===== src/rtl/fft_pkg.sv =====
// Shared types and constants for the FFT input feeder.
package fft_pkg;

   localparam int unsigned STREAM_W = 24;

   typedef enum logic [1:0] {
      StIdle    = 2'd0,
      StCapture = 2'd1,
      StDrain   = 2'd2
   } feed_state_e;

endpackage


===== src/rtl/sync_fifo.sv =====
// Synchronous FIFO with registered read data; writes while full are dropped.
module sync_fifo #(
   parameter int unsigned WIDTH = 8,
   parameter int unsigned DEPTH = 16
) (
   input  logic             clk,
   input  logic             rst_n,
   input  logic             wr_en,
   input  logic [WIDTH-1:0] wr_data,
   input  logic             rd_en,
   output logic [WIDTH-1:0] rd_data,
   output logic             full,
   output logic             empty
);

   localparam int unsigned AW = $clog2(DEPTH);
   localparam logic [AW:0] PTR_ONE = {{AW{1'b0}}, 1'b1};

   logic [WIDTH-1:0] mem [DEPTH];
   logic [AW:0]      wr_ptr_q, rd_ptr_q;
   logic             do_wr, do_rd;

   // Extra pointer bit distinguishes full from empty when the indices match.
   assign full  = (wr_ptr_q[AW] != rd_ptr_q[AW]) && (wr_ptr_q[AW-1:0] == rd_ptr_q[AW-1:0]);
   assign empty = (wr_ptr_q == rd_ptr_q);
   assign do_wr = wr_en && !full;
   assign do_rd = rd_en && !empty;

   always_ff @(posedge clk) begin
      if (do_wr) begin
         mem[wr_ptr_q[AW-1:0]] <= wr_data;
      end
   end

   always_ff @(posedge clk or negedge rst_n) begin
      if (!rst_n) begin
         wr_ptr_q <= '0;
         rd_ptr_q <= '0;
         rd_data  <= '0;
      end else begin
         if (do_wr) begin
            wr_ptr_q <= wr_ptr_q + PTR_ONE;
         end
         if (do_rd) begin
            rd_ptr_q <= rd_ptr_q + PTR_ONE;
            rd_data  <= mem[rd_ptr_q[AW-1:0]];
         end
      end
   end

endmodule


===== src/rtl/fft_data_feed.sv =====
// Captures one frame of offset-binary ADC samples per arm and streams them as
// signed complex beats to an FFT sink with valid/ready handshake.
module fft_data_feed
   import fft_pkg::*;
#(
   parameter int unsigned FRAME_LEN  = 1024,
   parameter int unsigned ADC_W      = 12,
   parameter int unsigned FIFO_DEPTH = 16
) (
   input  logic                clk,
   input  logic                rst_n,
   input  logic [ADC_W-1:0]    adc_data,
   input  logic                adc_valid,
   input  logic                frame_arm,
   input  logic                sink_ready,
   output logic [STREAM_W-1:0] sink_real,
   output logic [STREAM_W-1:0] sink_imag,
   output logic                sink_valid,
   output logic                sink_sop,
   output logic                sink_eop,
   output logic                busy,
   output logic                overflow
);

   localparam int unsigned CW = $clog2(FRAME_LEN) + 1;
   localparam logic [CW-1:0] LAST    = CW'(FRAME_LEN - 1);
   localparam logic [CW-1:0] CNT_ONE = CW'(1);

   feed_state_e         state_q, state_d;
   logic [CW-1:0]       acc_cnt_q, acc_cnt_d, emit_cnt_q, emit_cnt_d;
   logic                overflow_q, overflow_d;
   logic                fifo_wr, fifo_rd, fifo_full, fifo_empty;
   logic [ADC_W-1:0]    fifo_rdata;
   logic                s1_valid_q, s1_valid_d;
   logic                load_out, beat;
   logic [ADC_W-1:0]    conv;
   logic [STREAM_W-1:0] real_d, real_q;
   logic                out_valid_q, sop_q, eop_q;

   sync_fifo #(
      .WIDTH (ADC_W),
      .DEPTH (FIFO_DEPTH)
   ) u_fifo (
      .clk     (clk),
      .rst_n   (rst_n),
      .wr_en   (fifo_wr),
      .wr_data (adc_data),
      .rd_en   (fifo_rd),
      .rd_data (fifo_rdata),
      .full    (fifo_full),
      .empty   (fifo_empty)
   );

   // Two-stage read path: FIFO read register (s1) then output register.
   assign load_out   = s1_valid_q && (!out_valid_q || sink_ready);
   assign beat       = out_valid_q && sink_ready;
   assign fifo_rd    = !fifo_empty && (!s1_valid_q || load_out);
   assign s1_valid_d = fifo_rd || (s1_valid_q && !load_out);

   assign conv   = {~fifo_rdata[ADC_W-1], fifo_rdata[ADC_W-2:0]};
   assign real_d = {{(STREAM_W - ADC_W){conv[ADC_W-1]}}, conv};

   always_comb begin
      state_d    = state_q;
      acc_cnt_d  = acc_cnt_q;
      emit_cnt_d = emit_cnt_q;
      overflow_d = overflow_q;
      fifo_wr    = 1'b0;
      if (load_out) begin
         emit_cnt_d = emit_cnt_q + CNT_ONE;
      end
      unique case (state_q)
         StIdle: begin
            if (frame_arm) begin
               state_d    = StCapture;
               acc_cnt_d  = '0;
               emit_cnt_d = '0;
               overflow_d = 1'b0;
            end
         end
         StCapture: begin
            if (adc_valid) begin
               if (fifo_full) begin
                  overflow_d = 1'b1;
               end else begin
                  fifo_wr   = 1'b1;
                  acc_cnt_d = acc_cnt_q + CNT_ONE;
                  if (acc_cnt_q == LAST) begin
                     state_d = StDrain;
                  end
               end
            end
         end
         StDrain: begin
            if (beat && eop_q) begin
               state_d = StIdle;
            end
         end
         default: state_d = StIdle;
      endcase
   end

   always_ff @(posedge clk or negedge rst_n) begin
      if (!rst_n) begin
         state_q     <= StIdle;
         acc_cnt_q   <= '0;
         emit_cnt_q  <= '0;
         overflow_q  <= 1'b0;
         s1_valid_q  <= 1'b0;
         out_valid_q <= 1'b0;
         sop_q       <= 1'b0;
         eop_q       <= 1'b0;
         real_q      <= '0;
      end else begin
         state_q    <= state_d;
         acc_cnt_q  <= acc_cnt_d;
         emit_cnt_q <= emit_cnt_d;
         overflow_q <= overflow_d;
         s1_valid_q <= s1_valid_d;
         if (load_out) begin
            out_valid_q <= 1'b1;
            sop_q       <= (emit_cnt_q == '0);
            eop_q       <= (emit_cnt_q == LAST);
            real_q      <= real_d;
         end else if (beat) begin
            out_valid_q <= 1'b0;
            sop_q       <= 1'b0;
            eop_q       <= 1'b0;
         end
      end
   end

   assign sink_real  = real_q;
   assign sink_imag  = '0;
   assign sink_valid = out_valid_q;
   assign sink_sop   = sop_q;
   assign sink_eop   = eop_q;
   assign busy       = (state_q != StIdle);
   assign overflow   = overflow_q;

endmodule

===== config.mk =====
export PLATFORM = sky130hd
export DESIGN_NAME = fft_data_feed
export DESIGN_NICKNAME = d
export VERILOG_FILES = /design/src/rtl/fft_pkg.sv /design/src/rtl/sync_fifo.sv /design/src/rtl/fft_data_feed.sv
export SDC_FILE = /design/constraint.sdc
export NUM_CORES = 1
export LEC_CHECK = 0
export BUFFER_PORTS_ARGS = -buffer_cell sky130_fd_sc_hd__buf_4
export CELL_PAD_IN_SITES_DETAIL_PLACEMENT = 0
export CELL_PAD_IN_SITES_GLOBAL_PLACEMENT = 2
export CORE_ASPECT_RATIO = 1.75
export CORE_MARGIN = 2
export CORE_UTILIZATION = 41
export CTS_CLUSTER_SIZE = 12
export DETAILED_ROUTE_END_ITERATION = 6
export PLACE_DENSITY_LB_ADDON = 0.25
export SLEW_MARGIN = 20
export SYNTH_ARGS = -nofsm -noshare
export SYNTH_HDL_FRONTEND = slang
export SYNTH_SLANG_ARGS = --single-unit

===== constraint.sdc =====
create_clock -name clk -period 2.19 [get_ports clk]
set_input_delay 0.438 -clock clk [delete_from_list [all_inputs] [get_ports clk]]
set_output_delay 0.438 -clock clk [all_outputs]
set_load 0.03 [all_outputs]

==> results.yml <==
global_route:
  overflow: 0
  grt_max_degree: 50
  track_usage_pct: 17.3
  grt_pass1_wl_mm: 35.8
  grt_pass1_vias: 5892
  antenna_found_initial: 0
placement:
  place_inst: 1004
  routabilityCongestion: 0.792
  dp_hpwl_mm: 15.8
  io_buffers: 45
finish:
  fin_cells: 1051
  nets: 741
  area.growth.synth_to_final_pct: 16.5
  antenna_cells: 0
  layout_common_cells: "edfxtp_1, buf_4, dfrtp_1"
  final_common_cell: "edfxtp_1"
  final_layout_size_suffix_gt1_share_pct: 25.7
sta:
  rsz0062_at_grt: "false"
  setup_viol: 0
  maxClockFrequency_mhz: 482
  hold_viol: 0
  holdWs_ns: 0.225
  max_slew_margin_pct: 32.2
  finalSetupTns_ns: 0
  fin_crit_sh_pct: 94.7
  post-route-min-period_ns: 2.07
  slew_viol_final: 0
  fin_worst_skew_ns: 0.0115
  tightest_slew_ns: 1.01
pwr:
  power_density_nw_per_um2: 1290
  swShare_pct: 32.5
  max-vdd-ir-drop_mv: 0.605
  p_clk_share_pct: 25.1
  p_seq_share_pct: 41.5
  p_comb_share_pct: 33.4
  internal_power_w: 0.0107
  p_switching_w: 0.00515
  p_leak_nw: 4.57
die:
  core_sq_um: 25300
  die_y_um: 216
  row_count: 77
  fp.dieW_um: 125
  ioPinCount: 70
  start_util_pct: 41.7
  die-area_sq_um: 27100
critical_path:
  crit_end: "u_fifo.rd_data[4]"
  r2r_start: "u_fifo.rd_ptr_q[0]"
  reg2regPathDepth: 6
  arrival_ns: 2.49
  cp.required_ns: 2.61
  reg2reg_to: "u_fifo.rd_data[4]"
  critPathLaunchType: "flip-flop"
  r2r_setup_slack_ns: 0.12
  critPathMaxFanout: 18
  end_kind: "flip-flop"
  setup.worst_path.class: "reg -> reg"
  crit_start: "u_fifo.rd_ptr_q[0]"
logic_synthesis:
  synth_ff_type: "edfxtp_1"
  synth.mux.area_fraction_pct: 10.5
  synth_fa_ha_area_share_pct: 0.948
  synth_cells: 641
  synthArstFlopShare_pct: 24.7
  synth_area_sq_um: 10600
  synthXorXnorAreaFrac_pct: 2.20
  synth_seq_cells: 255
  synth_compound_area_share_pct: 5.12
  yosysWarnings: 0
  avgSynthCellArea_sq_um: 16.5
  synth_edf_count: 192
  synth.distinct_cells: 49
  synth_top_family_by_area: "multiplexers"
  synth_simple_gate_area_share_pct: 7.17
  yosysSeqAreaShare_pct: 69.5
drt:
  drtIter0Drc: 476
  drc: 0
  vias: 5566
  postRouteAntennaNets: 0
  route.detailed.wl_per_inst_um: 21.9
  totalWireLength_mm: 23.0
  viasPerCell: 5.30
  firstDrtPassIters: 5
clock_network:
  cts_root_buf: "clkbuf_16"
  clk_latency_ns: 0.53
  clock-sinks: 255
  cts_tree: "done"
  htree_levels: 1
  cts_made_buffers: 25
  clk_pin_slew_worst_paths_ns: 0.06
  clk_path_buf_depth: 3
outcome:
  status: "complete, no violations"
run:
  drv_cap: 0
min_path:
  hold_class: "in -> reg"
-- worst max-delay path, cell delays in order (launching register included) --
cell	delay [ns]
dfrtp_4	0.45
buf_12	0.21
buf_12	0.16
mux4_2	0.52
a22oi_1	0.32
a21oi_1	0.11
a21o_1	0.17
-- synthesized netlist by cell type (all sizes together) (2+ instances only) --
cell type | number | area share [%]
a21o | 13 | 0.92
a21oi | 16 | 0.86
a22oi | 24 | 1.7
a31oi | 2 | 0.12
and2 | 13 | 0.77
and3 | 4 | 0.24
and4 | 7 | 0.58
buf | 52 | 3.6
clkbuf | 16 | 0.57
dfrtp | 63 | 15
edfxtp | 192 | 55
ha | 8 | 0.95
inv | 9 | 0.32
mux2 | 2 | 0.21
mux4 | 48 | 10
nand2 | 50 | 1.8
nand2b | 6 | 0.43
nand3 | 10 | 0.47
nand4 | 9 | 0.59
nand4b | 2 | 0.17
nor2 | 26 | 1.0
nor2b | 4 | 0.24
nor3 | 6 | 0.28
nor4 | 4 | 0.24
o21ai | 13 | 0.62
o31ai | 5 | 0.40
or2 | 2 | 0.12
xnor2 | 10 | 1.0
xor2 | 14 | 1.2
-- logic make-up (layout without fill, tap and decap cells) --
kind of cell               count (synthesis)  in the layout
muxes                                     51             51
and+or+nand+nor                          146            146
DFF                                      255            255
AOI/OAI and AO/OA                         79             79
xor gates and xnor gates                  24             24
other                                      1             24
buffers and inverters                     77            148
adders and majority gates                  8              8
-- registers in the layout (all words and copies together), names as in the netlist, 2 cells and up --
register         count
acc_cnt_q           11
u_fifo.mem         192
emit_cnt_q          11
state_q              2
u_fifo.wr_ptr_q      5
u_fifo.rd_data      12
u_fifo.rd_ptr_q      5
sink_real           12
-- layout make-up --
| type | count | area (sq um) |
|---|---|---|
| Clock buffer | 45 | 741 |
| Timing Repair Buffer | 93 | 926 |
| Multi-Input combinational cell | 332 | 2850 |
| Inverter | 9 | 33.8 |
| Tap cell | 316 | 395 |
| Fill cell | 2186 | 13000 |
| Sequential cell | 255 | 7350 |
| Clock inverter | 1 | 8.76 |
-- stage by stage --
step | utilization, % | setup slack, ns | power (W) | instance area (sq um)
detailed placement | 45.5 | -0.0835 | 0.0120 | 11500
global route | 48.6 | 0.0131 | 0.0167 | 12300
global placement | 45.5 | 0.00634 | 0.0119 | 11500
CTS | 48.5 | 0.106 | 0.0161 | 12300
finish | 48.6 | 0.116 | 0.0159 | 12300
floorplan | - | 0.109 | 0.0102 | 10700
-- repair_timing --
item / CTS / global route
hold buffers: 1 / 0
hold endpoints to repair: 14 / 0
gates resized for setup: 1 / 2
buffers inserted: 0 / 0
gates cloned: 0 / 0
endpoints found under the setup margin: 48 / 11
-- power groups by stage --
stage,logic (W),clock network [W],registers [W]
after floorplan,0.00344,0,0.00674
after global placement,0.00530,0,0.00665
after detailed placement,0.00535,0,0.00669
after CTS,0.00537,0.00410,0.00660
after global routing,0.00574,0.00428,0.00668
final,0.00529,0.00398,0.00658
-- layer usage --
| layer | share of wire (%) | track usage (%) | vias up |
|---|---|---|---|
| met5 | 0 | 0 | - |
| met4 | 2.1 | 5.11 | 0 |
| met2 | 57 | 33.1 | 129 |
| met3 | 3.7 | 2.15 | 20 |
| li1 | - | - | 2535 |
| met1 | 37 | 20.1 | 2882 |
-- worst min-delay path by stage --
stage                      startpoint  slack (ns)                to  cells after the start
after floorplan                 rst_n        0.14      acc_cnt_q[0]                      0
after global placement          rst_n        0.32      acc_cnt_q[5]                      1
after detailed placement        rst_n        0.32      acc_cnt_q[5]                      1
after CTS                   frame_arm        0.20        state_q[0]                      3
after global routing      adc_data[1]        0.24  u_fifo.mem[5][1]                      1
final                       frame_arm        0.22        state_q[0]                      3
No activity file was read; power rests on OpenSTA's default activity.
